$ cat src/rtl/neuron_feeder.sv
`default_nettype none
// ============================================================================
// Module   : neuron_feeder
// Purpose  : Upstream sequencer for a single time-multiplexed MAC neuron.
//            For each of NEURONS weight rows it clears the neuron
//            accumulator and streams x[0..SIZE-1] with weight row n from
//            synchronous-read memories into the neuron.  It then captures
//            the neuron result and offers it on a valid/ready handshake.
//            Each start runs one full layer pass.
// Ports    : clk, rst (async, active-high)
//            start / busy / done        - pass control and status
//            x_addr, x_data             - x memory (1-cycle read latency)
//            w_addr, w_data             - weight memory, row-major n*SIZE+i
//            mac_x, mac_w, mac_clr      - drive to the neuron
//            mac_y                      - neuron accumulator output
//            out_valid/out_ready/out_data/out_idx - result handshake
//            b_addr, b_data             - bias memory (NEURON_FEEDER_BIAS_EN)
// Options  : NEURON_FEEDER_BIAS_EN - adds one bias term per row.
//            The bias term is presented as mac_x=1, mac_w=b[n].
// Revision : 1.0 - initial release
// ============================================================================
module neuron_feeder #(
  parameter int SIZE     = 16,
  parameter int NEURONS  = 8,
  parameter int BIT_SIZE = 16,
  parameter int X_ADDR_W = (SIZE > 1) ? $clog2(SIZE) : 1,
  parameter int W_ADDR_W = (SIZE * NEURONS > 1) ? $clog2(SIZE * NEURONS) : 1,
  parameter int IDX_W    = (NEURONS > 1) ? $clog2(NEURONS) : 1
) (
  input  logic                clk,
  input  logic                rst,
  input  logic                start,
  output logic                busy,
  output logic                done,
  output logic [X_ADDR_W-1:0] x_addr,
  input  logic [BIT_SIZE-1:0] x_data,
  output logic [W_ADDR_W-1:0] w_addr,
  input  logic [BIT_SIZE-1:0] w_data,
`ifdef NEURON_FEEDER_BIAS_EN
  output logic [IDX_W-1:0]    b_addr,
  input  logic [BIT_SIZE-1:0] b_data,
`endif
  output logic [BIT_SIZE-1:0] mac_x,
  output logic [BIT_SIZE-1:0] mac_w,
  output logic                mac_clr,
  input  logic [BIT_SIZE-1:0] mac_y,
  output logic                out_valid,
  input  logic                out_ready,
  output logic [BIT_SIZE-1:0] out_data,
  output logic [IDX_W-1:0]    out_idx
);

  localparam logic [2:0] c_IDLE   = 3'd0;
  localparam logic [2:0] c_CLEAR  = 3'd1;
  localparam logic [2:0] c_STREAM = 3'd2;
  localparam logic [2:0] c_DRAIN  = 3'd3;
  localparam logic [2:0] c_OUTPUT = 3'd4;

  localparam logic [X_ADDR_W-1:0] c_I_LAST   = X_ADDR_W'(SIZE - 1);
  localparam logic [IDX_W-1:0]    c_N_LAST   = IDX_W'(NEURONS - 1);
  localparam logic [W_ADDR_W-1:0] c_ROW_STEP = W_ADDR_W'(SIZE);

  logic [2:0]          r_state;
  logic [2:0]          w_next_state;
  logic [X_ADDR_W-1:0] r_i;
  logic [IDX_W-1:0]    r_n;
  logic [W_ADDR_W-1:0] r_row_base;
  logic [W_ADDR_W-1:0] r_w_addr;
  logic                r_vld;
  logic                r_out_valid;
  logic [BIT_SIZE-1:0] r_out_data;
  logic [IDX_W-1:0]    r_out_idx;
  logic                r_done;
  logic                w_stream_last;
  logic                w_handshake;
  logic                w_last_row;
`ifdef NEURON_FEEDER_BIAS_EN
  logic                r_bias_phase;
  logic                r_bias_vld;
`endif

  assign x_addr    = r_i;
  assign w_addr    = r_w_addr;
  assign out_valid = r_out_valid;
  assign out_data  = r_out_data;
  assign out_idx   = r_out_idx;
  assign done      = r_done;
`ifdef NEURON_FEEDER_BIAS_EN
  // Bias address is simply the current row; it is read during the bias
  // cycle at the head of STREAM.
  assign b_addr    = r_n;
  assign w_stream_last = !r_bias_phase && (r_i == c_I_LAST);
`else
  assign w_stream_last = (r_i == c_I_LAST);
`endif
  assign w_handshake = r_out_valid && out_ready;
  assign w_last_row  = (r_n == c_N_LAST);

  // --------------------------------------------------------------------------
  // State register
  // --------------------------------------------------------------------------
  always_ff @(posedge clk or posedge rst) begin
    if (rst) begin
      r_state <= c_IDLE;
    end else begin
      r_state <= w_next_state;
    end
  end

  // --------------------------------------------------------------------------
  // Next-state logic
  // --------------------------------------------------------------------------
  always_comb begin
    w_next_state = r_state;
    case (r_state)
      c_IDLE:   if (start) w_next_state = c_CLEAR;
      c_CLEAR:  w_next_state = c_STREAM;
      c_STREAM: if (w_stream_last) w_next_state = c_DRAIN;
      c_DRAIN:  w_next_state = c_OUTPUT;
      c_OUTPUT: if (w_handshake) w_next_state = w_last_row ? c_IDLE : c_CLEAR;
      default:  w_next_state = c_IDLE;
    endcase
  end

  // --------------------------------------------------------------------------
  // Output logic. Memory data arrives one cycle after its address, so the
  // neuron inputs are gated by flags registered one cycle behind address
  // issue; outside those cycles the neuron sees a zero product.
  // --------------------------------------------------------------------------
  always_comb begin
    busy    = (r_state != c_IDLE);
    mac_clr = (r_state == c_CLEAR);
    mac_x   = '0;
    mac_w   = '0;
    if (r_vld) begin
      mac_x = x_data;
      mac_w = w_data;
    end
`ifdef NEURON_FEEDER_BIAS_EN
    if (r_bias_vld) begin
      mac_x = BIT_SIZE'(1);
      mac_w = b_data;
    end
`endif
  end

  // --------------------------------------------------------------------------
  // Counters, addresses and result capture
  // --------------------------------------------------------------------------
  always_ff @(posedge clk or posedge rst) begin
    if (rst) begin
      r_i          <= '0;
      r_n          <= '0;
      r_row_base   <= '0;
      r_w_addr     <= '0;
      r_vld        <= 1'b0;
      r_out_valid  <= 1'b0;
      r_out_data   <= '0;
      r_out_idx    <= '0;
      r_done       <= 1'b0;
`ifdef NEURON_FEEDER_BIAS_EN
      r_bias_phase <= 1'b0;
      r_bias_vld   <= 1'b0;
`endif
    end else begin
      r_done <= 1'b0;
`ifdef NEURON_FEEDER_BIAS_EN
      r_vld      <= (r_state == c_STREAM) && !r_bias_phase;
      r_bias_vld <= (r_state == c_STREAM) &&  r_bias_phase;
`else
      r_vld      <= (r_state == c_STREAM);
`endif
      case (r_state)
        c_IDLE: begin
          if (start) begin
            r_n        <= '0;
            r_row_base <= '0;
          end
        end
        c_CLEAR: begin
          r_i      <= '0;
          r_w_addr <= r_row_base;
`ifdef NEURON_FEEDER_BIAS_EN
          r_bias_phase <= 1'b1;
`endif
        end
        c_STREAM: begin
`ifdef NEURON_FEEDER_BIAS_EN
          if (r_bias_phase) begin
            r_bias_phase <= 1'b0;
          end else if (r_i != c_I_LAST) begin
            r_i      <= r_i + 1'b1;
            r_w_addr <= r_w_addr + 1'b1;
          end
`else
          // Addresses stop at the last term and stay frozen until the
          // next row is set up in CLEAR.
          if (r_i != c_I_LAST) begin
            r_i      <= r_i + 1'b1;
            r_w_addr <= r_w_addr + 1'b1;
          end
`endif
        end
        c_DRAIN: begin
          // The last term was accumulated on the negedge inside DRAIN,
          // so mac_y is final here.
          r_out_data  <= mac_y;
          r_out_idx   <= r_n;
          r_out_valid <= 1'b1;
        end
        c_OUTPUT: begin
          if (w_handshake) begin
            r_out_valid <= 1'b0;
            if (w_last_row) begin
              r_done <= 1'b1;
            end else begin
              r_n        <= r_n + 1'b1;
              r_row_base <= r_row_base + c_ROW_STEP;
            end
          end
        end
        default: ;
      endcase
    end
  end

endmodule
`default_nettype wire

$ cat config.mk
export PLATFORM = sky130hd
export DESIGN_NAME = neuron_feeder
export DESIGN_NICKNAME = d
export VERILOG_FILES = /design/src/rtl/neuron_feeder.sv
export SDC_FILE = /design/constraint.sdc
export NUM_CORES = 1
export LEC_CHECK = 0
export CAP_MARGIN = 15
export CORE_ASPECT_RATIO = 1.25
export CORE_UTILIZATION = 45
export CTS_BUF_LIST = sky130_fd_sc_hd__clkbuf_16
export CTS_CLUSTER_DIAMETER = 60
export DETAILED_ROUTE_END_ITERATION = 8
export DONT_BUFFER_PORTS = 1
export SYNTH_ARGS = -nofsm -noshare
export SYNTH_HDL_FRONTEND = slang
export SYNTH_SLANG_ARGS = --single-unit
export TNS_END_PERCENT = 5
$ cat constraint.sdc
create_clock -name clk -period 2.1 [get_ports clk]
set_clock_uncertainty 0.2 [all_clocks]
set_input_delay 0 -clock clk [delete_from_list [all_inputs] [get_ports clk]]
set_output_delay 0 -clock clk [all_outputs]
set_load 0.1 [all_outputs]
==> metrics.json, run 1 <==
{
  "critical_path": {
    "timing.critical_path.arrival_ns": 1.78,
    "critical_path_endpoint": "r_row_base[6]",
    "ff2ff_setup_slack_ns": 0.32,
    "cp_data_required_time_ns": 2.10,
    "r2r_start": "r_n[0]",
    "start_kind": "flip-flop",
    "cp_cell_sequence": "ha_1 -> ha_1 -> nand2_1 -> o2111ai_1 -> xor2_1 -> a21oi_1",
    "worstSetupPathDepth": 6,
    "critPathCaptureType": "flip-flop",
    "crit_start": "r_n[0]",
    "maximum_single_stage_delay_on_the_critical_path_ns": 0.41,
    "worstPathMaxFanout": 4,
    "critical_path.most_common_cell": "sky130_fd_sc_hd__ha_1",
    "worst-setup-path-type": "reg2reg",
    "ff2ff_path_depth": 6,
    "r2r-end": "r_row_base[6]",
    "worstPathBufferInverterCount": 0,
    "critical-path-top-delay-family": "adder cells",
    "crit_path_top_delay_cell": "sky130_fd_sc_hd__dfrtp_1"
  },
  "synthesis": {
    "synthTopCellsByArea": "sky130_fd_sc_hd__dfrtp_1 (49%), sky130_fd_sc_hd__mux2_1 (10%), sky130_fd_sc_hd__and2_1 (9.7%)",
    "postSynth.topFlopCell": "sky130_fd_sc_hd__dfrtp_1",
    "synthDominantCellAreaShare_pct": 49.3,
    "yosysSeqAreaShare_pct": 49.3,
    "synth_edf_count": 0,
    "fraction_of_registers_with_async_set_or_reset_after_synthesis_pct": 100,
    "yosysWarnings": 0,
    "synth_cell_types": 35,
    "mappedNetlistNets": 255,
    "avg_synthesized_cell_area_sq_um": 10.8,
    "synth_cells": 198,
    "ys_seq_elements": 42,
    "mappedNetlistArea_sq_um": 2130,
    "synthDominantAreaCellType": "sky130_fd_sc_hd__dfrtp_1"
  },
  "drt": {
    "first_iter_violations": 69,
    "final_antenna_net_count": 0,
    "drt-total-wl_microns": 5050,
    "remaining_drc_errors": 0,
    "detail_route.wl_per_cell_microns": 14.6,
    "initial_drt_pass_iterations": 4,
    "routed_via_count": 1760,
    "via_density_per_instance": 5.10
  },
  "final_layout": {
    "total_number_of_nets_in_the_final_design": 343,
    "seq_area_sq_um": 1050,
    "multi_input_logic_area_sq_um": 1000,
    "area.growth.synth_to_final_pct": 42.1,
    "most_common_cell_after_layout_fill_and_taps_aside": "sky130_fd_sc_hd__buf_4",
    "drive_above_1_share_pct": 31.0,
    "filler_cell_count": 373,
    "layout_common_cells": "sky130_fd_sc_hd__buf_4 (72), sky130_fd_sc_hd__dfrtp_1 (41), sky130_fd_sc_hd__and2_1 (33)",
    "antenna_cells_inserted": 0
  },
  "sta": {
    "period_utilisation_layout_pct": 84.7,
    "finalSetupViolCount": 0,
    "fin_tns_setup_ns": 0,
    "fin_crit_ns": 1.78,
    "timing.final.hold_violations": 0,
    "achievable-frequency_mhz": 562,
    "slew_viol_final": 0,
    "rsz0062_at_grt": "no",
    "worst-slew-pin-transition_ns": 0.889,
    "slew_headroom_pct": 40.3
  },
  "clocking": {
    "clock_tree.htree_level_count": 2,
    "root_buffer": "sky130_fd_sc_hd__clkbuf_16",
    "cts.reportedPaths.clkPinSlew_ns": 0.06,
    "cts_inserted_buffers": 5,
    "cts.sinks": 42,
    "worst_skew_pair.late_latency_ns": 0.28,
    "cts_tree": "built",
    "clk_path_buf_depth": 2,
    "post-cts-setup-buffers": 0
  },
  "job": {
    "cap_viol_max_count": 0
  },
  "placed_design": {
    "routabilityCongestion": 0.770,
    "detailed_place_hpwl_microns": 3760,
    "port_buffers": 0
  },
  "floorplanning": {
    "floorplan.die.width_microns": 63.6,
    "initial_standard_cell_utilization_of_the_core_pct": 47.5,
    "rows": 27,
    "fp.dieH_microns": 79.0,
    "core_sq_um": 4490,
    "fp.dieArea_sq_um": 5020,
    "top_level_ports": 118
  },
  "global_routing": {
    "grt_antenna_before_repair": 0,
    "globalRouteTotalUtil_pct": 20.4,
    "first_global_vias": 1761,
    "grt_remaining_overflow": 0,
    "global_route_wire_length_before_repair_microns": 7950,
    "grt_start_max_net_pins": 33
  },
  "outcome": {
    "status": "completed"
  },
  "min_path": {
    "min-delay-path-class": "in2async"
  }
}
## registers in the layout, summed over array words and instances (netlist names)
name and cells:
out_valid 1, r_row_base 3, w_addr 7, x_addr 4, r_state 3, out_data 16
out_idx 3, r_n 3, done 1, r_vld 1
## synthesized netlist by cell type (all sizes together), types with 3 or more instances
| cell type | number |
|---|---|
| a21oi | 7 |
| and2 | 33 |
| and3 | 5 |
| buf | 7 |
| clkbuf | 3 |
| dfrtp | 42 |
| ha | 5 |
| mux2 | 19 |
| nand2 | 17 |
| nand3 | 11 |
| nor2 | 9 |
| nor2b | 3 |
| o21ai | 10 |
| xor2 | 4 |
## metal layers
layer	vias to the layer above	global-route usage [%]	wire length (microns)
li1	856	-	-
met1	831	21.4	1880
met2	67	38.3	2820
met3	6	6.18	303
met4	0	6.36	48
met5	-	0	0
## through the flow
| step | cells | util [%] | hold slack, ns | instance area [sq um] | setup WS (ns) |
|---|---|---|---|---|---|
| floorplan | 198 | - | -0.0683 | 2130 | -0.188 |
| global placement | 318 | 59.6 | -0.202 | 2680 | 0.423 |
| detailed placement | 318 | 59.6 | -0.190 | 2680 | 0.371 |
| CTS | 345 | 67.4 | 0.0768 | 3030 | 0.345 |
| global route | 345 | 67.4 | 0.100 | 3030 | 0.241 |
| finish | 345 | 67.4 | 0.0570 | 3030 | 0.321 |
## cell families (layout without fill, tap and decap cells)
kind of cell / Yosys count / after routing / share of synthesized area (%)
AOI/OAI and AO/OA: 29 / 29 / 9.68
muxes: 19 / 19 / 10.0
adders and majority gates: 5 / 5 / 2.93
and+or+nand+nor: 87 / 87 / 22.8
buffers and inverters: 12 / 101 / 3.64
xor gates and xnor gates: 4 / 4 / 1.64
DFF: 42 / 42 / 49.3
## final cells by class
class | instances | share of cell area, %
Clock inverter | 3 | 1.24
Timing Repair Buffer | 91 | 24.1
Sequential cell | 42 | 34.7
Tap cell | 58 | 2.40
Clock buffer | 5 | 4.13
Multi-Input combinational cell | 144 | 33.1
Inverter | 2 | 0.248
## worst min path at each step
stage	from	to	cells after the start
final	rst	out_data[15]	2
after global routing	out_ready	r_row_base[5]	4
after detailed placement	rst	out_data[1]	1
after floorplan	mac_y[0]	out_data[0]	1
after CTS	rst	out_data[1]	2
after global placement	rst	out_data[6]	1
## what timing repair did
item / 4_1_cts / 5_1_grt
resized for setup: 0 / 0
hold endpoints to repair: 62 / 0
hold buffers: 19 / 0
setup endpoints to repair: 0 / 0
Power of run 1 is not shown: default switching activity piles up to over one toggle a cycle in this logic, so the estimate is an artifact.
==> run 2, diff against run 1 <==
Clock period 2.1 ns to 1.72 ns, I/O delays scaled along.
==> metrics.json, run 2 (synthesized netlist as in run 1, its figures left out) <==
{
  "critical_path": {
    "timing.critical_path.arrival_ns": 1.64,
    "r2r-end": "out_data[13]",
    "start_kind": "flip-flop",
    "critical-path-top-delay-family": "flip-flops",
    "critPathCaptureType": "flip-flop",
    "cp_cell_sequence": "nor2b_1 -> nand2_1 -> buf_12 -> mux2_1",
    "maximum_single_stage_delay_on_the_critical_path_ns": 0.50,
    "r2r_start": "r_state[0]",
    "ff2ff_path_depth": 4,
    "crit_path_top_delay_cell": "sky130_fd_sc_hd__dfrtp_1",
    "worst-setup-path-type": "reg2reg",
    "ff2ff_setup_slack_ns": 0.03,
    "worstPathBufferInverterCount": 1,
    "worstPathMaxFanout": 20,
    "cp_data_required_time_ns": 1.67
  },
  "final_layout": {
    "total_number_of_nets_in_the_final_design": 350,
    "layout_common_cells": "sky130_fd_sc_hd__buf_4 (44), sky130_fd_sc_hd__dfrtp_1 (40), sky130_fd_sc_hd__and2_1 (33), sky130_fd_sc_hd__buf_12 (33)",
    "largest_register_ffs": 16,
    "finalNonFillerCells": 352,
    "drive_above_1_share_pct": 35.0,
    "area.growth.synth_to_final_pct": 65.3,
    "most_common_cell_after_layout_fill_and_taps_aside": "sky130_fd_sc_hd__buf_4",
    "antenna_cells_inserted": 0
  },
  "sta": {
    "rsz0062_at_grt": "yes",
    "slew_headroom_pct": 64.4,
    "fin_hold_ws_ns": 0.0519,
    "timing.final.hold_violations": 0,
    "fin_crit_ns": 1.69,
    "worst-slew-pin-transition_ns": 0.533,
    "finalSetupViolCount": 0,
    "slew_viol_final": 0,
    "achievable-frequency_mhz": 592,
    "period_utilisation_layout_pct": 98.2
  },
  "clocking": {
    "cts_tree": "built",
    "cts.sinks": 42,
    "worst_skew_pair.late_latency_ns": 0.28,
    "cts_inserted_buffers": 5,
    "cts.reportedPaths.clkPinSlew_ns": 0.06,
    "clk_path_buf_depth": 2,
    "root_buffer": "sky130_fd_sc_hd__clkbuf_16",
    "clock_tree.htree_level_count": 2
  },
  "drt": {
    "via_density_per_instance": 5.18,
    "detail_route.wl_per_cell_microns": 16.9,
    "routed_via_count": 1822,
    "initial_drt_pass_iterations": 4,
    "drt-total-wl_microns": 5950,
    "remaining_drc_errors": 0,
    "final_antenna_net_count": 0,
    "first_iter_violations": 106
  },
  "outcome": {
    "status": "completed"
  },
  "min_path": {
    "hold_critical_path_endpoint": "r_row_base[5]",
    "worstHoldStart": "out_ready",
    "worstHoldPathCells": 4,
    "min-delay-path-class": "in2reg"
  },
  "global_routing": {
    "grt_antenna_before_repair": 0,
    "grt_remaining_overflow": 0,
    "grt_start_max_net_pins": 43,
    "globalRouteTotalUtil_pct": 23.5,
    "first_global_vias": 1844,
    "global_route_wire_length_before_repair_microns": 9160
  },
  "placed_design": {
    "port_buffers": 0,
    "routabilityCongestion": 0.801,
    "detailed_place_hpwl_microns": 4280,
    "dp_cells": 323
  },
  "floorplanning": {
    "floorplan.die.width_microns": 63.6,
    "top_level_ports": 118,
    "rows": 27,
    "fp.dieH_microns": 79.0,
    "fp.dieArea_sq_um": 5020,
    "initial_standard_cell_utilization_of_the_core_pct": 47.5,
    "core_sq_um": 4490
  },
  "job": {
    "cap_viol_max_count": 0
  }
}
## run 2: cell types whose count changed in the layout (fill, tap and decap cells not counted), moves of 2 or more
cell                     previous run  this run
sky130_fd_sc_hd__buf_12             0        33
sky130_fd_sc_hd__buf_4             72        44
sky130_fd_sc_hd__nor3_1             2         0
sky130_fd_sc_hd__inv_1              3         1
sky130_fd_sc_hd__nor3_2             0         2
## run 2: worst max-delay path by stage
stage	startpoint	end	slack, ns	cells after the start
6_report	r_state[0]	out_data[13]	0.03	4
5_1_grt	r_state[1]	r_n[0]	-0.05	5
4_1_cts	r_state[1]	mac_clr	0.006	4
3_5_place_dp	r_state[2]	r_row_base[4]	-0.01	5
3_3_place_gp	r_n[0]	r_n[0]	0.09	6
2_1_floorplan	r_state[2]	x_addr[2]	-0.57	6
## run 2: layout make-up
cell class                 count  area, sq um
multi-input combinational    144         1040
inverter                       2         7.51
fill                         293          968
tap                           58         72.6
timing repair buffer          98         1210
sequential                    42         1050
clock buffer                   5          125
clock inverter                 3         20.0
## run 2: tightest hold or removal path: cells and delay by family
kind | cells | cell delay (ns)
AO/OA/AOI/OAI | 2 | 0.20
AND/OR/NAND/NOR | 2 | 0.28
## run 2: timing repair
| item | 4_1_cts | 5_1_grt |
|---|---|---|
| gates resized for setup | 1 | 11 |
| setup endpoints to repair | 2 | 13 |
| endpoints found under the hold margin | 62 | 0 |
| setup buffers | 0 | 2 |
| hold buffers | 19 | 0 |
| pin swaps | 0 | 1 |
| gates cloned | 0 | 0 |
## run 2: metrics by stage
| step | worst slack, ns | TNS (ns) | area [sq um] | util (%) |
|---|---|---|---|---|
| 3_3_place_gp | 0.0937 | 0 | 3130 | 69.6 |
| 5_1_grt | -0.0455 | -0.101 | 3520 | 78.4 |
| 3_5_place_dp | -0.00956 | -0.0134 | 3130 | 69.6 |
| 2_1_floorplan | -0.568 | -7.36 | 2130 | - |
| 6_report | 0.0303 | 0 | 3520 | 78.4 |
| 4_1_cts | 0.00570 | 0 | 3460 | 77.1 |
## run 2: layer usage
metal	share of wire (%)	vias up	GRT usage [%]
li1	-	871	-
met1	35	870	26.0
met2	58	77	44.1
met3	5.6	4	5.89
met4	0.67	0	6.14
met5	0	-	0
Power of run 2 is left out for the same reason.
